<file path="src/rtl/cce_uc_msg_unit.sv">
// Uncached message engine of the CCE. It turns LCE uc requests into memory commands and memory responses into LCE commands.
// The optional macro CCE_UC_ERR_CHECK_EN builds the sticky protocol-error checker that drives err_o.
module cce_uc_msg_unit #(
    parameter int paddr_width_p  = 40,
    parameter int data_width_p   = 64,
    parameter int lce_id_width_p = 4,
    parameter int cce_id_width_p = 2,
    parameter int max_credits_p  = 2
) (
    input  logic                      clk_i,
    input  logic                      reset_n_i,
    input  logic [cce_id_width_p-1:0] cce_id_i,

    input  logic                      lce_req_v_i,
    output logic                      lce_req_yumi_o,
    input  logic                      lce_req_wr_i,
    input  logic [lce_id_width_p-1:0] lce_req_src_i,
    input  logic [paddr_width_p-1:0]  lce_req_addr_i,
    input  logic [1:0]                lce_req_size_i,
    input  logic [data_width_p-1:0]   lce_req_data_i,

    output logic                      mem_cmd_v_o,
    input  logic                      mem_cmd_ready_i,
    output logic                      mem_cmd_wr_o,
    output logic [paddr_width_p-1:0]  mem_cmd_addr_o,
    output logic [1:0]                mem_cmd_size_o,
    output logic [lce_id_width_p-1:0] mem_cmd_lce_o,
    output logic [data_width_p-1:0]   mem_cmd_data_o,

    input  logic                      mem_resp_v_i,
    output logic                      mem_resp_yumi_o,
    input  logic                      mem_resp_wr_i,
    input  logic [paddr_width_p-1:0]  mem_resp_addr_i,
    input  logic [lce_id_width_p-1:0] mem_resp_lce_i,
    input  logic [data_width_p-1:0]   mem_resp_data_i,

    output logic                      lce_cmd_v_o,
    input  logic                      lce_cmd_ready_i,
    output logic                      lce_cmd_st_done_o,
    output logic [lce_id_width_p-1:0] lce_cmd_dst_o,
    output logic [cce_id_width_p-1:0] lce_cmd_src_o,
    output logic [paddr_width_p-1:0]  lce_cmd_addr_o,
    output logic [data_width_p-1:0]   lce_cmd_data_o,

    output logic                      busy_o,
    output logic                      err_o
);
    localparam int CW = $clog2(max_credits_p + 1);

    logic [CW-1:0]              credits_q, credits_d;
    logic                       full_q, full_d;
    logic                       wr_q, wr_d;
    logic [paddr_width_p-1:0]   addr_q, addr_d;
    logic [1:0]                 size_q, size_d;
    logic [lce_id_width_p-1:0]  lce_q, lce_d;
    logic [data_width_p-1:0]    data_q, data_d;
    logic [data_width_p-1:0]    rep_data;
    logic                       credits_avail;
    logic                       cred_dec;

    assign credits_avail   = credits_q < CW'(max_credits_p);
    assign lce_req_yumi_o  = lce_req_v_i & credits_avail & (~full_q | mem_cmd_ready_i);
    assign mem_resp_yumi_o = mem_resp_v_i & lce_cmd_ready_i;
    assign cred_dec        = mem_resp_yumi_o & (credits_q != '0);

    // Store data is replicated so memory sees the right bytes at any lane.
    always_comb begin
        rep_data = '0;
        if (lce_req_wr_i) begin
            case (lce_req_size_i)
                2'd0:    rep_data = {8{lce_req_data_i[7:0]}};
                2'd1:    rep_data = {4{lce_req_data_i[15:0]}};
                2'd2:    rep_data = {2{lce_req_data_i[31:0]}};
                default: rep_data = lce_req_data_i;
            endcase
        end
    end

    always_comb begin
        full_d    = full_q;
        wr_d      = wr_q;
        addr_d    = addr_q;
        size_d    = size_q;
        lce_d     = lce_q;
        data_d    = data_q;
        credits_d = credits_q;
        if (lce_req_yumi_o) begin
            full_d = 1'b1;
            wr_d   = lce_req_wr_i;
            addr_d = lce_req_addr_i;
            size_d = lce_req_size_i;
            lce_d  = lce_req_src_i;
            data_d = rep_data;
        end else if (mem_cmd_ready_i) begin
            full_d = 1'b0;
        end
        if (lce_req_yumi_o && !cred_dec) begin
            credits_d = credits_q + 1'b1;
        end else if (cred_dec && !lce_req_yumi_o) begin
            credits_d = credits_q - 1'b1;
        end
    end

    always_ff @(posedge clk_i or negedge reset_n_i) begin
        if (!reset_n_i) begin
            full_q    <= 1'b0;
            wr_q      <= 1'b0;
            addr_q    <= '0;
            size_q    <= '0;
            lce_q     <= '0;
            data_q    <= '0;
            credits_q <= '0;
        end else begin
            full_q    <= full_d;
            wr_q      <= wr_d;
            addr_q    <= addr_d;
            size_q    <= size_d;
            lce_q     <= lce_d;
            data_q    <= data_d;
            credits_q <= credits_d;
        end
    end

    assign mem_cmd_v_o    = full_q;
    assign mem_cmd_wr_o   = wr_q;
    assign mem_cmd_addr_o = addr_q;
    assign mem_cmd_size_o = size_q;
    assign mem_cmd_lce_o  = lce_q;
    assign mem_cmd_data_o = data_q;

    assign lce_cmd_v_o       = mem_resp_v_i;
    assign lce_cmd_st_done_o = mem_resp_wr_i;
    assign lce_cmd_dst_o     = mem_resp_lce_i;
    assign lce_cmd_src_o     = cce_id_i;
    assign lce_cmd_addr_o    = mem_resp_addr_i;
    assign lce_cmd_data_o    = mem_resp_wr_i ? '0 : mem_resp_data_i;
    assign busy_o            = credits_q != '0;

`ifdef CCE_UC_ERR_CHECK_EN
    // One slot per credit remembers the lce of each outstanding command.
    logic [max_credits_p-1:0]  slot_v_q, slot_v_d, match_vec;
    logic [lce_id_width_p-1:0] slot_lce_q [max_credits_p];
    logic [lce_id_width_p-1:0] slot_lce_d [max_credits_p];
    logic                      err_q, err_d;
    logic                      free_found, match_found, any_found;
    int                        free_idx, match_idx, any_idx, clr_idx;

    for (genvar gi = 0; gi < max_credits_p; gi++) begin : g_match
        assign match_vec[gi] = slot_v_q[gi] & (slot_lce_q[gi] == mem_resp_lce_i);
    end

    always_comb begin
        slot_v_d    = slot_v_q;
        slot_lce_d  = slot_lce_q;
        free_found  = 1'b0;
        match_found = 1'b0;
        any_found   = 1'b0;
        free_idx    = 0;
        match_idx   = 0;
        any_idx     = 0;
        for (int i = 0; i < max_credits_p; i++) begin
            if (!free_found && !slot_v_q[i]) begin
                free_found = 1'b1;
                free_idx   = i;
            end
            if (!match_found && match_vec[i]) begin
                match_found = 1'b1;
                match_idx   = i;
            end
            if (!any_found && slot_v_q[i]) begin
                any_found = 1'b1;
                any_idx   = i;
            end
        end
        // A mismatching response still retires a slot so slots track credits.
        clr_idx = match_found ? match_idx : any_idx;
        if (cred_dec) begin
            slot_v_d[clr_idx] = 1'b0;
        end
        if (lce_req_yumi_o) begin
            slot_v_d[free_idx]   = 1'b1;
            slot_lce_d[free_idx] = lce_req_src_i;
        end
        err_d = err_q | (mem_resp_v_i & ((credits_q == '0) | ~(|match_vec)));
    end

    always_ff @(posedge clk_i or negedge reset_n_i) begin
        if (!reset_n_i) begin
            slot_v_q <= '0;
            err_q    <= 1'b0;
            for (int i = 0; i < max_credits_p; i++) begin
                slot_lce_q[i] <= '0;
            end
        end else begin
            slot_v_q   <= slot_v_d;
            err_q      <= err_d;
            slot_lce_q <= slot_lce_d;
        end
    end

    assign err_o = err_q;
`else
    assign err_o = 1'b0;
`endif

endmodule

</file>
<file path="config.mk">
export PLATFORM = sky130hd
export DESIGN_NAME = cce_uc_msg_unit
export DESIGN_NICKNAME = d
export VERILOG_FILES = /design/src/rtl/cce_uc_msg_unit.sv
export SDC_FILE = /design/constraint.sdc
export NUM_CORES = 1
export LEC_CHECK = 0
export ABC_AREA = 1
export CORE_AREA = 2 2 177 179
export CTS_CLUSTER_DIAMETER = 120
export DETAILED_ROUTE_END_ITERATION = 6
export DIE_AREA = 0 0 179 181
export PLACE_DENSITY_LB_ADDON = 0.1
export SYNTH_ARGS = -nofsm -noshare
export SYNTH_HDL_FRONTEND = slang
export SYNTH_SLANG_ARGS = --single-unit
</file>
<file path="constraint.sdc">
create_clock -name clk_i -period 1.65 [get_ports clk_i]
set_input_delay 0.33 -clock clk_i [delete_from_list [all_inputs] [get_ports clk_i]]
set_output_delay 0.33 -clock clk_i [all_outputs]
set_load 0.05 [all_outputs]
</file>
==> results of run 1 <==
[through the flow]
stage	TNS (ns)	instances	hold slack (ns)
floorplan	-2.02	861	0.0344
global placement	-8.42	1562	0.297
detailed placement	-10.49	1562	0.291
CTS	0	1595	0.400
global route	0	1598	0.433
finish	0	1600	0.408
[layer usage]
metal  part of all wire, %  wire [µm]  track usage, %  vias up
li1                      -          -               -     3191
met2                    50      13900            29.7      251
met4                   1.4        387            4.52       10
met5                  0.25         69               0        -
met1                    38      10500            18.2     2940
met3                    11       3040            8.00       36
[where the power goes]
| group | switching (W) | internal [W] | total [W] |
|---|---|---|---|
| combinational | 0.00733 | 0.00357 | 0.0109 |
| sequential | 0.000867 | 0.00410 | 0.00496 |
| clock | 0.00151 | 0.00229 | 0.00379 |
[cells by family after synthesis]
kind of cell | count (synthesis) | share of synthesized area, %
AO/OA/AOI/OAI | 50 | 4.06
flip-flops | 114 | 46.3
other | 1 | 0.0609
buffers and inverters | 191 | 16.6
XOR/XNOR | 2 | 0.284
adder cells (fa/ha/maj) | 1 | 0.203
AND/OR/NAND/NOR | 502 | 32.5
[layout make-up]
class	count	share of cell area, %
diodes	4	0.0894
well taps	396	4.43
clock inverters	14	1.39
clock buffers	18	3.92
flip-flops and latches	114	25.5
inverters	97	3.30
repair buffers	401	40.9
multi-input cells	556	20.5
[state kept, by name, indices dropped and copies added, names as in the netlist]
name / count
mem_cmd_v_o: 1
mem_cmd_lce_o: 4
credits_q: 2
mem_cmd_data_o: 64
mem_cmd_wr_o: 1
mem_cmd_addr_o: 40
mem_cmd_size_o: 2
[how the worst min path moves through the flow]
stage                         start          endpoint  slack (ns)  depth (start not counted)
final                     reset_n_i  mem_cmd_lce_o[1]        0.41                          2
after global routing      reset_n_i  mem_cmd_lce_o[2]        0.43                          2
after CTS                 reset_n_i  mem_cmd_lce_o[2]        0.40                          2
after global placement    reset_n_i  mem_cmd_lce_o[1]        0.30                          1
after detailed placement  reset_n_i  mem_cmd_lce_o[1]        0.29                          1
after floorplan           reset_n_i      credits_q[0]        0.03                          0
[synth_stat cells]
master / number
nand2_1: 303
nand2_4: 1
clkbuf_1: 7
buf_2: 18
nor2_4: 1
buf_6: 11
buf_4: 53
xnor2_1: 1
ha_1: 1
nand2_2: 2
nand3_1: 64
xor2_1: 1
dfrtp_1: 114
nor2_1: 125
nand3b_1: 1
inv_1: 94
nand3_2: 1
conb_1: 1
inv_2: 3
o21ai_0: 21
nor2_2: 4
buf_1: 5
o21ai_1: 29
[critical path: cells and delay by family]
kind,cells,cell delay [ns]
buf+inv,4,0.73
simple gates,2,0.19
[repair_timing]
action | CTS | global route
hold endpoints to repair | 37 | 0
setup endpoints to repair | 1 | 1
hold buffers | 1 | 0
buffers inserted | 1 | 1
resized for setup | 1 | 1
pin swaps | 1 | 1
==> impl_metrics.py, run 1 <==
metrics = {
    "sta": {
        "hold_viol": 0,
        "achievable-frequency_mhz": 632,
        "setup_slack_ns": 0.0666,
        "fin_crit_sh_pct": 96.0,
        "finalMaxSlewViolations": 0,
        "rsz0062_at_grt": "false",
        "min_period_ns": 1.58,
        "skew_ns": 0.0111,
        "finalSetupViolCount": 0,
    },
    "place": {
        "dp_slack_ns": -0.252,
        "place_area_um2": 10600,
        "place.gp.congestion": 0.786,
        "hpwl_um": 22600,
        "port_buffers": 362,
    },
    "status": {
        "status": "completed",
    },
    "pwr": {
        "max-vdd-ir-drop_mv": 0.831,
        "finalPower_w": 0.0196,
        "p_per_area_nw_per_um2": 1760,
        "total_leakage_power_nw": 5.79,
    },
    "floorplan": {
        "rows": 64,
        "core_area_um2": 30300,
        "die_h_um": 181,
        "initial_utilization_pct": 20.3,
        "die_w_um": 179,
        "die_area_um2": 32400,
        "io_pins": 456,
    },
    "clock_network": {
        "clk_latency_ns": 0.41,
        "cts.sinks": 114,
        "clockRootBuffer": "clkbuf_16",
        "htreeDepth": 4,
        "cts_tree": "done",
        "clkTransAtPathRegs_ns": 0.06,
        "clock_tree.buffer_depth": 2,
        "numCtsBuffers": 17,
    },
    "synthesis": {
        "ys_warn_count": 0,
        "synth_nets": 1090,
        "avgSynthCellArea_um2": 7.16,
        "ys_types": 23,
        "synth_seq_area_share_pct": 46.3,
        "synthesis.area_um2": 6160,
        "syn_inst": 861,
        "synth_top_cells_by_area": "dfrtp_1, nand2_1, nor2_1",
        "ys_ff_latch": 114,
        "yosysTopAreaCell": "dfrtp_1",
        "netlist.area_leader.share_pct": 46.3,
    },
    "cells_and_area": {
        "seqCellArea_um2": 2850,
        "layout_common_cells": "nand2_1, clkdlybuf4s50_1, buf_4, nor2_1, dfrtp_1",
        "nFillCells": 3207,
        "syn2layout_area_growth_pct": 81.6,
        "finalInstanceArea_um2": 11200,
        "layout_commonest_cell": "nand2_1",
        "drive_gt1_share_pct": 22.2,
        "nNetsFinal": 1416,
        "final_core_util_pct": 36.9,
        "multiInputGateArea_um2": 2290,
    },
    "worst_setup_path": {
        "regToRegSetupSlack_ns": 0.20,
        "endpoint_kind": "output port",
        "rr_startpoint": "credits_q[1]",
        "ff2ff_path_depth": 9,
        "cp_max_fo": 4,
        "r2r_end": "mem_cmd_data_o[24]",
        "critPathSlowestCell": "clkdlybuf4s50_1",
        "crit_chain": "clkdlybuf4s50_1, inv_1, nor2_4, nand2_4, inv_6, buf_12",
        "start_kind": "input pin",
        "crit_type": "in -> out",
        "cp-endpoint": "lce_req_yumi_o",
        "arrival_ns": 1.25,
        "slowest_delay_ns": 0.45,
        "worstPathRequired_ns": 1.32,
        "crit_path_start": "lce_req_v_i",
    },
    "detailed_routing": {
        "wirelength_um": 27800,
        "first_pass_iters": 4,
        "vias": 6428,
        "drcViolationCount": 0,
        "ant_nets": 0,
        "viasPerCell": 4.02,
        "wire_per_inst_um": 17.4,
        "drtIter0Drc": 194,
    },
    "grt": {
        "grt_pass1_wl_um": 40600,
        "antenna_found_initial": 9,
        "grt_use_total_pct": 17.0,
        "grt.overflow.total": 0,
        "grt_pass1_vias": 6558,
        "grt_max_degree": 42,
    },
    "flow_run": {
        "drv_cap": 0,
    },
    "worst_hold_path": {
        "min_path_type": "in -> async",
    },
}
(Power assumes the default switching activity.)
==> run 2: changes to the inputs <==
- HOLD_SLACK_MARGIN: default -> 0.03
==> results of run 2 <==
The final DEF is identical to that of run 1; final timing and power are the same.
==> run 3: changes to the inputs <==
- GPL_ROUTABILITY_DRIVEN: default -> 0
==> results of run 3 <==
The final DEF is identical to that of run 1; final timing and power are the same.
